$ cat src/rtl/pfvf_req_router.sv
// PF/VF/VA request router: table decode, one holding stage, timeout drop
// and saturating error counters.
module pfvf_req_router #(
   parameter int NUM_PORTS = 8,
   parameter int DATA_W    = 64,
   parameter int PF_W      = 3,
   parameter int VF_W      = 11,
   parameter logic [NUM_PORTS-1:0][PF_W-1:0] PORT_PF =
      {3'd0, 3'd1, 3'd2, 3'd3, 3'd4, 3'd0, 3'd0, 3'd0},
   parameter logic [NUM_PORTS-1:0][VF_W-1:0] PORT_VF =
      {11'd0, 11'd0, 11'd0, 11'd0, 11'd0, 11'd0, 11'd1, 11'd2},
   parameter logic [NUM_PORTS-1:0] PORT_VA = 8'b0000_0111,
   parameter int TIMEOUT   = 1024
) (
   input  logic                 clk,
   input  logic                 rst_n,
   input  logic                 in_valid,
   output logic                 in_ready,
   input  logic [PF_W-1:0]      in_pf,
   input  logic [VF_W-1:0]      in_vf,
   input  logic                 in_va,
   input  logic [DATA_W-1:0]    in_data,
   output logic [NUM_PORTS:0]   out_valid,
   input  logic [NUM_PORTS:0]   out_ready,
   output logic [DATA_W-1:0]    out_data,
   output logic [15:0]          unmatched_cnt,
   output logic [15:0]          timeout_cnt,
   output logic                 err_sticky,
   input  logic                 err_clr
);

   localparam int DW = $clog2(NUM_PORTS + 1);
   localparam int CW = (TIMEOUT > 1) ? $clog2(TIMEOUT) : 1;
   localparam logic TO_EN = (TIMEOUT != 0);
   localparam logic [CW-1:0] TO_LAST = CW'(TIMEOUT - 1);
   localparam logic [DW-1:0] DEF_PORT = DW'(NUM_PORTS);

   typedef enum logic {IDLE, HOLD} state_t;

   state_t            state_q, state_d;
   logic [DW-1:0]     dest_q;
   logic [DW-1:0]     dec_dest;
   logic [DATA_W-1:0] data_q;
   logic [CW-1:0]     wait_q;
   logic              sel_ready;
   logic              accept;
   logic              drop;
   logic              inc_unm;
   logic              inc_to;

   // Scan from the top so the lowest matching index wins.
   always_comb begin
      dec_dest = DEF_PORT;
      for (int i = NUM_PORTS - 1; i >= 0; i--) begin
         if (in_pf == PORT_PF[i] && in_va == PORT_VA[i] &&
             (!PORT_VA[i] || in_vf == PORT_VF[i]))
            dec_dest = DW'(i);
      end
   end

   assign sel_ready = out_ready[dest_q];

   always_comb begin
      out_valid = '0;
      if (state_q == HOLD)
         out_valid[dest_q] = 1'b1;
   end

   always_comb begin
      state_d  = state_q;
      in_ready = 1'b0;
      drop     = 1'b0;
      unique case (state_q)
         IDLE: begin
            in_ready = 1'b1;
            if (in_valid)
               state_d = HOLD;
         end
         HOLD: begin
            in_ready = sel_ready;
            drop     = TO_EN && !sel_ready && (wait_q == TO_LAST);
            if ((sel_ready && !in_valid) || drop)
               state_d = IDLE;
         end
         default: state_d = IDLE;
      endcase
   end

   assign accept   = in_valid && in_ready;
   assign inc_unm  = accept && (dec_dest == DEF_PORT);
   assign inc_to   = drop;
   assign out_data = data_q;

   always_ff @(posedge clk) begin
      if (!rst_n) begin
         state_q <= IDLE;
         dest_q  <= '0;
         data_q  <= '0;
         wait_q  <= '0;
      end else begin
         state_q <= state_d;
         if (accept) begin
            dest_q <= dec_dest;
            data_q <= in_data;
            wait_q <= '0;
         end else if (drop) begin
            wait_q <= '0;
         end else if (state_q == HOLD && !sel_ready && TO_EN) begin
            wait_q <= wait_q + CW'(1);
         end
      end
   end

   // A same-cycle event beats err_clr: count restarts at 1, flag stays set.
   always_ff @(posedge clk) begin
      if (!rst_n) begin
         unmatched_cnt <= '0;
         timeout_cnt   <= '0;
         err_sticky    <= 1'b0;
      end else begin
         if (err_clr)
            unmatched_cnt <= {15'd0, inc_unm};
         else if (inc_unm && unmatched_cnt != 16'hFFFF)
            unmatched_cnt <= unmatched_cnt + 16'd1;

         if (err_clr)
            timeout_cnt <= {15'd0, inc_to};
         else if (inc_to && timeout_cnt != 16'hFFFF)
            timeout_cnt <= timeout_cnt + 16'd1;

         if (inc_unm || inc_to)
            err_sticky <= 1'b1;
         else if (err_clr)
            err_sticky <= 1'b0;
      end
   end

endmodule
$ cat config.mk
export PLATFORM = sky130hd
export DESIGN_NAME = pfvf_req_router
export DESIGN_NICKNAME = d
export VERILOG_FILES = /design/src/rtl/pfvf_req_router.sv
export SDC_FILE = /design/constraint.sdc
export NUM_CORES = 1
export LEC_CHECK = 0
export BUFFER_PORTS_ARGS = -buffer_cell sky130_fd_sc_hd__buf_4
export CAP_MARGIN = 20
export CORE_UTILIZATION = 44
export CTS_CLUSTER_DIAMETER = 30
export DETAILED_ROUTE_END_ITERATION = 16
export PLACE_DENSITY = 0.77
export SKIP_CTS_REPAIR_TIMING = 1
export SYNTH_ARGS = -nofsm -noshare
export SYNTH_HDL_FRONTEND = slang
export SYNTH_SLANG_ARGS = --single-unit
$ cat constraint.sdc
create_clock -name clk -period 2.5 [get_ports clk]
set_input_delay 0 -clock clk [delete_from_list [all_inputs] [get_ports clk]]
set_output_delay 0 -clock clk [all_outputs]
set_load 0.01 [all_outputs]
==> summary.txt <==
Share of cells above drive strength 1 = 0.279
Die Ht = 107 um
Max Clk Rate = 425 MHz
Antenna cell count = 0
Row cnt = 38
Final setup TNS = 0 ps
Crit start category = flip-flop
Post-placement setup slack = 70.0 ps
Mapped Avg Cell Area = 8.29 um^2
Netlist Area Pre-Place = 4890 um^2
Post-layout instance area = 7410 um^2
Port bufs = 198
CTS tree = done
Post-synth EDFFs = 0
Top FF cell, synth = dfxtp_1
Synth Register Bits = 112
Power per cell area = 533 nW/um^2
Outcome = completed
Post-synth top area share = 0.458
Minimum clock period = 2350 ps
Syn Inst Count = 590
CP cell instances = buf_4 > mux2i_2 > a311oi_2 > a22o_2 > buf_12 > nand4_1 > or3_1 > a21oi_1
Max Transition Viols Final = 0
GR Util All Layers = 0.222
Pleak = 3.09 nW
Yosys synthesis warning count = 0
CTS H-tree depth = 3
Net Count, Synth = 685
Slowest CP cell = or3_1
Delay of the slowest cell on the worst path = 360 ps
Arrival @ worst endpoint = 2640 ps
First-pass GRT wire length = 20.5 mm
GPL Wtd Cong = 0.832
Layout area overhead = 51.4%
RSZ-0062 raised after global routing = no
Die area = 11,500 um^2
Slew at the pin with the worst max-slew slack = 632 ps
Worst setup margin = 145 ps
Die width = 107 um
Wire per inst = 15.2 um
Sequential share of the synthesized area = 0.458
TritonRoute pass-1 iters = 5
Count leader, synth = nand2_1
CTS buffer count = 9
GRT overflow = 0
Total core area = 10,800 um^2
CTS Root Cell = clkbuf_8
Worst-skew pair later-pin latency = 360 ps
CP Max Fanout = 72
CTS max path bufs = 2
Final hold violations = 0
Largest cells by area after synthesis = dfxtp_1 (46%), nand2_1 (12%), a21boi_0 (10%), nor2_1 (2.3%), a21oi_1 (2.0%)
DRT iter0 DRCs = 506
Yosys cell types = 54
Largest net degree at the start of global routing = 75
Crit path kind = reg2reg
WP data required = 2790 ps
Worst slew margin relative to its limit = 0.579
Net count, final = 940
Total number of vias = 5,211
Worst Hold Class = in2reg
DR DRC count = 0
CTS clk-pin slew, worst paths = 110 ps
Skew final = 15.8 ps
Buf/Inv on CP = 2
Clk sinks = 112
Setup violators final = 0
Starting Density = 0.451
Boundary Pins = 199
Post-route ant nets = 0
Dominant cell type by area after synthesis = dfxtp_1
Mean number of vias per cell = 5.27
Post-placement cell area = 6540 um^2
IR drop worst, VDD = 0.000318 V
Max-Cap Viols = 0
Detailed-route wire length = 15.1 mm
Period Utilization, post-route = 0.942
Largest delay contributor family on the critical path = compound AO/OA/AOI/OAI gates
Crit path capture type = flip-flop
Post-DP HPWL = 9.89 mm
Most frequent cells after synthesis = nand2_1 (159), dfxtp_1 (112), a21boi_0 (65)
Vias in the first global route = 4,323
Antenna violations before repair = 0
Async SR Flop Fraction = 0
==> final cells by class <==
class	count	area, um^2
multi-input combinational	433	2480
clock buffer	11	131
clock inverter	4	70.1
timing repair buffer	279	2270
tap	140	175
sequential	112	2240
inverter	10	37.5
fill	834	3430
==> cell families after synthesis <==
| family | count (synthesis) | synth area share |
|---|---|---|
| and+or+nand+nor | 282 | 0.264 |
| AOI/OAI and AO/OA | 127 | 0.191 |
| DFF | 112 | 0.458 |
| buffers and inverters | 45 | 0.0378 |
| xor gates and xnor gates | 16 | 0.0286 |
| muxes | 5 | 0.0130 |
| adders and majority gates | 3 | 0.00767 |
==> per-stage QoR <==
step	utilization	total power, mW	cells	hold WS (ps)
2_1_floorplan	-	2.36	590	145
3_3_place_gp	0.603	2.72	908	262
3_5_place_dp	0.603	2.75	908	273
4_1_cts	0.622	3.87	923	-129
5_1_grt	0.684	4.12	989	5.89
6_report	0.684	3.95	989	8.22
==> per-layer routing <==
layer	routed length [um]	part of all wire	global-route usage
met5	0	0	0
met2	7620	0.51	0.390
met1	6240	0.41	0.279
met3	961	0.064	0.0278
met4	245	0.016	0.0753
==> sequential cells by signal (all words and copies together) (netlist names) <==
name,flops
out_data,64
dest_q,4
unmatched_cnt,16
wait_q,10
err_sticky,1
state_q,1
timeout_cnt,16
==> cells in the final DEF (no fill, tap or decap), types with 9 or more instances in the layout <==
cell type and instances:
nand4_1 14, o21ai_0 14, nand3_1 16, inv_1 9, nor3_1 12, buf_4 212, xnor2_1 10, dfxtp_1 112
dlygate4sd3_1 66, a21oi_1 20, nor2_1 30, or3_1 14, nand2_1 159, a21boi_0 65, clkbuf_8 9
==> where the power goes <==
group	leakage (nW)	switching [mW]	internal (mW)
clock network	0.103	0.579	0.558
logic	2.07	0.423	0.427
registers	0.916	0.0715	1.89
total	3.09	1.07	2.87
==> worst paths after layout <==
path,startpoint,end,slack (ps),cells past startpoint
worst max-delay path,dest_q[1]$_SDFFE_PN0P_,unmatched_cnt[14]$_SDFFE_PP0P_,150,8
worst min-delay path,in_pf[2],dest_q[2]$_SDFFE_PN0P_,8,3
worst max register to register,dest_q[1]$_SDFFE_PN0P_,unmatched_cnt[14]$_SDFFE_PP0P_,150,8
worst min register to register,out_data[22]$_SDFFE_PN0P_,out_data[22]$_SDFFE_PN0P_,470,2
==> worst reg2reg max path, delay by kind of cell, from the launching register on <==
kind / cells / cell delay [ps]
and+or+nand+nor: 2 / 570
AOI/OAI and AO/OA: 3 / 740
muxes: 1 / 170
DFF: 1 / 340
buffers and inverters: 2 / 470
Power figures use the tool's default switching activity.
